`src/rtl/quad_sample_collector.sv`:
```
// -----------------------------------------------------------------------------
// quad_sample_collector
//
// Purpose:
//   Upstream feeder for minimum_index. Takes a serial stream of WIDTH-bit
//   samples over a valid/ready handshake and packs four consecutive samples
//   into the registered quad a,b,c,d. A completed quad is presented with
//   out_valid and held stable until out_ready. A flush closes a partial quad
//   by padding the empty slots with all-ones, so the stream tail is not lost.
//
// Handshake semantics (both sides):
//   A transfer happens in a cycle where valid and ready are both high at the
//   rising clock edge. On the input side, in_ready depends only on state and
//   rst. On the output side, out_valid is registered and the quad stays
//   stable until the cycle in which out_ready is sampled high.
//
// Ports:
//   clk          rising-edge clock
//   rst          synchronous, active-high reset
//   in_valid     in_data carries a sample this cycle
//   in_data      sample value [WIDTH-1:0]
//   in_ready     collector can accept a sample this cycle
//   flush        close the current partial quad, padding empty slots
//   a,b,c,d      quad slots 0..3 (to minimum_index)
//   out_valid    a,b,c,d hold a complete quad
//   out_ready    consumer has taken the quad this cycle
//   group_count  number of quads handed off since reset (wraps)
//   drop_err     sticky: a sample was offered while in_ready was low
//   dbg_state    current FSM state (0 = FILL, 1 = HOLD)
// -----------------------------------------------------------------------------
module quad_sample_collector #(
    parameter int WIDTH = 3,
    parameter int CNT_W = 8
) (
    input  logic             clk,
    input  logic             rst,
    input  logic             in_valid,
    input  logic [WIDTH-1:0] in_data,
    output logic             in_ready,
    input  logic             flush,
    output logic [WIDTH-1:0] a,
    output logic [WIDTH-1:0] b,
    output logic [WIDTH-1:0] c,
    output logic [WIDTH-1:0] d,
    output logic             out_valid,
    input  logic             out_ready,
    output logic [CNT_W-1:0] group_count,
    output logic             drop_err,
    output logic             dbg_state
);

    typedef enum logic {
        FILL = 1'b0,
        HOLD = 1'b1
    } state_t;

    localparam logic [WIDTH-1:0] PAD = {WIDTH{1'b1}};

    state_t           r_state;
    logic [1:0]       r_fill_ptr;
    logic [WIDTH-1:0] r_slot [4];
    logic [CNT_W-1:0] r_group_count;
    logic             r_drop_err;

    state_t           w_state_next;
    logic [1:0]       w_fill_ptr_next;
    logic [WIDTH-1:0] w_slot_next [4];
    logic [CNT_W-1:0] w_group_count_next;
    logic             w_accept;
    logic             w_flush_go;
    logic [2:0]       w_pad_from;

    assign in_ready = (r_state == FILL) && !rst;
    assign w_accept = in_valid && in_ready;

    // First slot to pad: the slot after an accepted sample, otherwise the
    // current fill pointer. Value 4 means nothing is padded.
    assign w_pad_from = {1'b0, r_fill_ptr} + {2'b00, w_accept};

    always_comb begin
        w_state_next       = r_state;
        w_fill_ptr_next    = r_fill_ptr;
        w_slot_next        = r_slot;
        w_group_count_next = r_group_count;
        w_flush_go         = 1'b0;

        case (r_state)
            FILL: begin
                // A flush on an empty quad with no sample has nothing to close.
                w_flush_go = flush && (w_accept || (r_fill_ptr != 2'd0));
                for (int i = 0; i < 4; i++) begin
                    if (w_accept && (r_fill_ptr == 2'(i))) begin
                        w_slot_next[i] = in_data;
                    end else if (w_flush_go && (3'(i) >= w_pad_from)) begin
                        w_slot_next[i] = PAD;
                    end
                end
                if (w_accept) begin
                    w_fill_ptr_next = r_fill_ptr + 2'd1;
                end
                if (w_flush_go || (w_accept && (r_fill_ptr == 2'd3))) begin
                    w_state_next    = HOLD;
                    w_fill_ptr_next = 2'd0;
                end
            end
            HOLD: begin
                if (out_ready) begin
                    w_state_next       = FILL;
                    w_fill_ptr_next    = 2'd0;
                    w_group_count_next = r_group_count + 1'b1;
                end
            end
            default: begin
                w_state_next = FILL;
            end
        endcase
    end

    always_ff @(posedge clk) begin
        if (rst) begin
            r_state       <= FILL;
            r_fill_ptr    <= 2'd0;
            r_group_count <= '0;
            r_drop_err    <= 1'b0;
            for (int i = 0; i < 4; i++) begin
                r_slot[i] <= '0;
            end
        end else begin
            r_state       <= w_state_next;
            r_fill_ptr    <= w_fill_ptr_next;
            r_group_count <= w_group_count_next;
            r_slot        <= w_slot_next;
            if (in_valid && !in_ready) begin
                r_drop_err <= 1'b1;
            end
        end
    end

    assign a           = r_slot[0];
    assign b           = r_slot[1];
    assign c           = r_slot[2];
    assign d           = r_slot[3];
    assign out_valid   = (r_state == HOLD);
    assign group_count = r_group_count;
    assign drop_err    = r_drop_err;
    assign dbg_state   = r_state;

endmodule

```
`config.mk`:
```
export PLATFORM = sky130hd
export DESIGN_NAME = quad_sample_collector
export DESIGN_NICKNAME = d
export VERILOG_FILES = /design/src/rtl/quad_sample_collector.sv
export SDC_FILE = /design/constraint.sdc
export NUM_CORES = 1
export LEC_CHECK = 0
export CORE_MARGIN = 3
export CORE_UTILIZATION = 60
export DETAILED_ROUTE_END_ITERATION = 10
export DONT_BUFFER_PORTS = 1
export GPL_TIMING_DRIVEN = 0
export HOLD_SLACK_MARGIN = 0.05
export PLACE_DENSITY_LB_ADDON = 0.08
export SLEW_MARGIN = 0
export SYNTH_ARGS = -nofsm -noshare
export SYNTH_HDL_FRONTEND = slang
export SYNTH_SLANG_ARGS = --single-unit
```
`constraint.sdc`:
```
create_clock -name clk -period 2.6 [get_ports clk]
set_input_delay 0.39 -clock clk [delete_from_list [all_inputs] [get_ports clk]]
set_output_delay 0.39 -clock clk [all_outputs]
set_load 0.01 [all_outputs]
```
==> summary.md, run 1 <==
| Metric | Value |
|---|---|
| Yosys top cell by area | dfxtp_1 |
| Filler instances | 153 |
| WHS | 0.217 ns |
| # rows | 15 |
| Mapped Area | 1240 um^2 |
| Setup bufs post-CTS | 0 |
| Status | finished, final reports clean |
| TritonCTS clock tree | yes |
| Reg2reg path depth | 8 |
| FFs w/ async S/R, synth | 0 |
| Largest family of logic cells by synthesized area | simple AND/OR/NAND/NOR gates |
| Main synth FF type | dfxtp_1 |
| Critical path fanouts, max | 11 |
| Clock transition at path regs | 0.14 ns |
| Die ar. | 2650 um^2 |
| Largest net degree at the start of global routing | 15 |
| Placer Congestion | 0.797 |
| Startpoint types | flop |
| Vias | 940 |
| Worst setup EP type | flop |
| Area grow syn2layout | 7.37% |
| Fin nets | 159 |
| Die X | 51.5 um |
| IO Pins | 32 |
| Register-to-register setup slack | 0.26 ns |
| Synth Area in Simple Gates | 0.299 |
| VDD IR max | 0.000314 V |
| Hold Buf Count CTS | 0 |
| Setup TNS | 0 ns |
| Final core utilization | 0.724 |
| Core area | 1840 um^2 |
| Clock root buffer | clkbuf_4 |
| Pleak | 0.538 nW |
| Initial Utilization | 0.674 |
| Worst Max-Slew Pin Slew | 0.489 ns |
| Detailed-router iteration count before antenna repair | 5 |
| Number of max-cap violations | 0 |
| # DRC | 0 |
| Share of cells above drive strength 1 | 0.149 |
| Number of buffers added on ports | 0 |
| Critical path class | reg -> reg |
| Total power | 0.000785 W |
| Synth top area cells | dfxtp_1 (39%), ha_1 (9.1%), nor2_1 (6.7%) |
| FF-to-FF End | c[1] |
| Final Hold Viols | 0 |
| Hold Crit Endpoint | a[2] |
| Total Wirelength | 2330 um |
| Vias in the first global route | 895 |
| Initial antenna violation count | 0 |
| Final worst-path cycle share | 0.901 |
| Routed length per placed instance | 14.0 um |
| Worst hold stages | 2 |
| EDFF count, synth | 0 |
| Final Slew Violations | 0 |
| CTS resizes | 0 |
| Tot GR Track Use | 0.201 |
| Syn Area/Cell | 9.12 um^2 |
| Gr ovfl total | 0 |
| Post-layout min period | 2.34 ns |
| Clk_lat worst skew | 0.32 ns |
| Worst Path Required | 2.85 ns |
| Relative slew margins | 0.673 |
| Compound-Gate Fraction of Synth Area | 0.0999 |
| CTS buffer count | 3 |
| Worst-case clock buffer depth | 2 |
| Maximum clock rate | 0.427 GHz |
| Count of different cell masters after synthesis | 39 |
| Clk sinks | 24 |
| Mux share of post-synthesis cell area | 0.0172 |
| Area fraction of the dominant cell type after synthesis | 0.387 |
| RSZ-0062 raised after global routing | no |
| H-tree depth | 1 |
| Synth Warn # | 0 |
| Worst path arrival time | 2.59 ns |
| # diodes | 0 |
| Adder-cell area share of the yosys netlist | 0.0908 |
| Worst r2r src | dbg_state |
| Hold_sp | in_data[2] |
| Drt initial violations | 9 |
| Cell area power density | 590 nW/um^2 |
| Most frequent cells in the layout | dfxtp_1 (24), nor2_1 (22), nor3_1 (15) |
| Most common cell after layout, fill and taps aside | dfxtp_1 |
| Hold Crit Class | in -> reg |
| Final ANT Viol Nets | 0 |
| Syn Nets | 153 |
| Vias per inst | 5.66 |
| Final HPWL from detailed placement | 1830 um |
| Count of state elements after synthesis | 24 |
| First-pass GRT wire length | 3950 um |
| Seq/Total Area, Yosys | 0.387 |
| Final setup viols | 0 |
| Max Clock Skew | 0.00304 ns |
| Mapped Cells | 136 |
| XOR/XNOR share of the synthesized area | 0.0494 |
| Die height | 51.5 um |
-- power breakdown --
group | switching [W] | internal, W | total (W)
logic | 0.0000510 | 0.0000448 | 0.0000958
clock network | 0.000115 | 0.000156 | 0.000271
registers | 0.0000283 | 0.000390 | 0.000418
-- stage by stage --
stage	worst slack (ns)	cell area (um^2)	std cells
floorplan	0.392	1240	136
global placement	0.197	1270	161
detailed placement	0.138	1270	161
CTS	0.0873	1320	165
global route	0.0714	1330	166
finish	0.257	1330	166
-- logic make-up (layout without fill, tap and decap cells) --
logic type | count (synthesis) | after routing
simple gates | 67 | 67
flops | 24 | 24
buf+inv | 14 | 19
compound gates | 13 | 13
fa+ha+maj | 9 | 9
xor+xnor | 7 | 7
mux | 2 | 2
-- cell type report --
cell class                      instances  area, um^2  share of cell area
Clock buffer                            3        22.5              0.0169
Clock inverter                          1        30.0              0.0226
Sequential cell                        24         480               0.361
Inverter                                9        33.8              0.0254
Multi-Input combinational cell         98         689               0.518
Buffer                                  5        36.3              0.0273
Timing Repair Buffer                    1        7.51             0.00564
Tap cell                               25        31.3              0.0235
-- worst max-delay path by stage --
stage                          from   end  depth (start not counted)  slack, ns
after floorplan                 rst  c[0]                          9       0.39
after global placement          rst  c[2]                          9       0.20
after detailed placement        rst  c[1]                          9       0.14
after CTS                 dbg_state  c[1]                          8       0.09
after global routing      dbg_state  c[1]                          8       0.07
final                     dbg_state  c[1]                          8       0.26
-- worst max-delay path, stage by stage (launching register included) --
cell and delay [ns]:
dfxtp_1 0.49, nor3b_4 0.28, ha_1 0.20, inv_1 0.07
ha_1 0.30, or3b_1 0.36, a221oi_2 0.33, nor3_1 0.09
nor3_1 0.17
-- synth_stat cells (all sizes together), types with 3 or more instances --
| master | number |
|---|---|
| a211oi | 4 |
| a21oi | 3 |
| and2 | 4 |
| and3 | 3 |
| buf | 3 |
| dfxtp | 24 |
| ha | 9 |
| inv | 9 |
| nand2 | 5 |
| nand2b | 4 |
| nand4 | 4 |
| nor2 | 23 |
| nor3 | 18 |
| xor2 | 6 |
-- layer usage --
metal  track usage  share of wire  vias up
li1              -              -      472
met1         0.274           0.46      419
met2         0.278           0.43       42
met3        0.0671          0.095        7
met4         0.105          0.019        0
met5             0              0        -
-- state kept, by name, indices dropped and copies added (netlist names) --
| register | flops |
|---|---|
| a | 3 |
| b | 3 |
| c | 3 |
| d | 3 |
| dbg_state | 1 |
| drop_err | 1 |
| group_count | 8 |
| r_fill_ptr | 2 |
Note: power is estimated with default switching activity, not from simulation.
==> run 2, diff against run 1 <==
--- a/config.mk
+++ b/config.mk
@@ -5,10 +5,10 @@
 export SDC_FILE = /design/constraint.sdc
 export NUM_CORES = 1
 export LEC_CHECK = 0
+export BUFFER_PORTS_ARGS = -buffer_cell sky130_fd_sc_hd__buf_2
 export CORE_MARGIN = 3
-export CORE_UTILIZATION = 60
+export CORE_UTILIZATION = 51
 export DETAILED_ROUTE_END_ITERATION = 10
-export DONT_BUFFER_PORTS = 1
 export GPL_TIMING_DRIVEN = 0
 export HOLD_SLACK_MARGIN = 0.05
 export PLACE_DENSITY_LB_ADDON = 0.08
==> run 2 against run 1 <==
  * Critical path depth unchanged
  * Clock power decreased by 3%
  * Design area increased by 12%
  * Critical path type unchanged
  * First-iteration DRC count is 110% higher
  * Die area rose by 16%
  * Core utilization decreased by 6.2 points
  * Sequential cell count stayed put
==> summary.md, run 2 (synthesis gave the netlist of run 1 again) <==
| Metric | Value |
|---|---|
| Worst Path Required | 2.84 ns (about the same) |
| Core area | 2250 um^2 (+23%) |
| Vias per inst | 5.30 (-6.5%) |
| Die height | 55.3 um (+7.5%) |
| Final ANT Viol Nets | 0 (unchanged) |
| Most frequent cells in the layout | buf_2 (31), dfxtp_1 (24), nor2_1 (22) |
| # diodes | 0 (unchanged) |
| Die X | 55.3 um (+7.5%) |
| Relative slew margins | 0.701 (+0.0275) |
| Number of max-cap violations | 0 (unchanged) |
| Area grow syn2layout | 20.4% |
| Slowest library cell on the worst path | dfxtp_1 |
| Cell area power density | 541 nW/um^2 (-8.3%) |
| Pleak | 0.693 nW (+29%) |
| Final Slew Violations | 0 (unchanged) |
| Critical path class | reg -> reg |
| # rows | 17 (+2) |
| Routed length per placed instance | 12.6 um (-10%) |
| Post-layout worst setup margin | 0.229 ns (-0.0289 ns) |
| Largest net degree at the start of global routing | 15 (unchanged) |
| Pre-CTS WS | 0.0933 ns (-0.0451 ns) |
| Initial Utilization | 0.550 (-0.124) |
| Startpoint types | flop |
| Worst r2r src | dbg_state |
| CTS buffer count | 3 (unchanged) |
| DR top layer | met4 |
| Critical path, cell by cell | nor3b_4 -> ha_1 -> inv_1 -> ha_1 -> or3b_1 -> a221oi_2 -> nor3_1 -> nor3_1 |
| Final Non-Filler Cells | 200 (+20%) |
| Met3 wire len | 157 um (-29%) |
| Worst-case clock buffer depth | 2 (unchanged) |
| Final worst-path cycle share | 0.912 (+0.0111) |
| Worst setup EP type | flop |
| Hold Crit Endpoint | b[2] |
| Die ar. | 3060 um^2 (+16%) |
| Maximum clock rate | 0.422 GHz (-1.2%) |
| Placer Congestion | 0.766 (-3.8%) |
| Critical path fanouts, max | 11 (unchanged) |
| M1 WL | 1170 um (+9.8%) |
| Vias in the first global route | 977 (+9.2%) |
| Reg2reg path depth | 8 (unchanged) |
| Area of the multi-input gates | 689 um^2 (unchanged) |
| Total Wirelength | 2520 um (+8.1%) |
| Detailed-router iteration count before antenna repair | 4 (-1) |
| Hold_sp | rst |
| Clock root buffer | clkbuf_4 |
| Hold Crit Class | in -> reg |
| Setup TNS | 0 ns (unchanged) |
| FF-to-FF End | c[1] |
| Worst path arrival time | 2.61 ns (+0.02 ns) |
| Clk_lat worst skew | 0.30 ns (-0.02 ns) |
| Vias | 1,059 (+13%) |
| H-tree depth | 1 (unchanged) |
| TritonCTS clock tree | yes |
| Gr ovfl total | 0 (unchanged) |
| Worst hold stages | 2 (unchanged) |
| IO Pins | 32 (unchanged) |
| Initial antenna violation count | 0 (unchanged) |
| Placed insts | 194 (+20%) |
| Tot GR Track Use | 0.173 (-0.0280) |
| Register-to-register setup slack | 0.23 ns (-0.03 ns) |
| Final core utilization | 0.662 (-0.0618) |
| Max Clock Skew | 0.00174 ns (-0.00130 ns) |
| Final setup viols | 0 (unchanged) |
| VDD IR max | 0.000355 V (+13%) |
| Status | finished, final reports clean |
| Most common cell after layout, fill and taps aside | buf_2 |
| Max FFs per register | 8 (unchanged) |
| Crit-path max cell delay | 0.44 ns (-0.05 ns) |
| Share of cells above drive strength 1 | 0.302 (+0.153) |
| Drt initial violations | 19 (+10) |
| Final Hold Viols | 0 (unchanged) |
| FF+latch area | 480 um^2 (unchanged) |
| Filler instances | 203 (+33%) |
| Worst Max-Slew Pin Slew | 0.449 ns (-0.0406 ns) |
| Number of buffers added on ports | 30 (+30) |
| Clk sinks | 24 (unchanged) |
| Routed length on met2 | 1170 um (+18%) |
| RSZ-0062 raised after global routing | no |
| Clock transition at path regs | 0.13 ns (about the same) |
| CTS resizes | 0 (unchanged) |
| Final HPWL from detailed placement | 2030 um (+11%) |
| First-pass GRT wire length | 4370 um (+11%) |
| Fin nets | 190 (+19%) |
| # DRC | 0 (unchanged) |
| Post-layout min period | 2.37 ns (+0.0289 ns) |
| Total power | 0.000807 W (+2.8%) |
[run 2: changes by cell type in the layout (fill, tap and decap cells not counted)]
cell	previous run	this run
buf_2	1	31
buf_4	2	3
[run 2: critical path: cells and delay by family, from the launching register on]
kind | cells | cell delay (ns)
AND/OR/NAND/NOR | 4 | 0.95
AO/OA/AOI/OAI | 1 | 0.34
flip-flops | 1 | 0.44
buffers and inverters | 1 | 0.06
adder cells (fa/ha/maj) | 2 | 0.51
[run 2: cell type report]
type                    instances  area share
well taps                      28      0.0235
flip-flops and latches         24       0.322
multi-input cells              98       0.462
plain buffers                   5      0.0243
repair buffers                 32       0.111
clock inverters                 1      0.0201
inverters                       9      0.0226
clock buffers                   3      0.0151
[run 2: through the flow]
stage                     hold WS (ns)  area, um^2
after floorplan                  0.475        1240
after global placement           0.437        1430
after detailed placement         0.443        1430
after CTS                        0.274        1480
after global routing             0.265        1490
final                            0.284        1490
[run 2: what timing repair did]
item,in CTS,in global routing
endpoints found under the setup margin,0,3
hold buffers,0,0
setup buffers,0,2
[run 2: power by group]
group	switching (W)	internal [W]
clock	0.000108	0.000156
sequential	0.0000146	0.000390
combinational	0.0000760	0.0000634
[run 2: layer usage]
layer  GRT usage  vias up
met3      0.0374        2
li1            -      534
met1       0.226      491
met4      0.0521        0
met2       0.285       32
met5           0        -
[run 2: worst max path at each step]
stage / start / to / slack [ns] / cells after the start
2_1_floorplan: rst / c[0] / 0.39 / 9
3_3_place_gp: in_valid / c[2] / 0.16 / 9
3_5_place_dp: in_valid / c[1] / 0.09 / 9
4_1_cts: dbg_state / c[1] / 0.19 / 8
5_1_grt: dbg_state / c[0] / 0.03 / 8
6_report: dbg_state / c[1] / 0.23 / 8
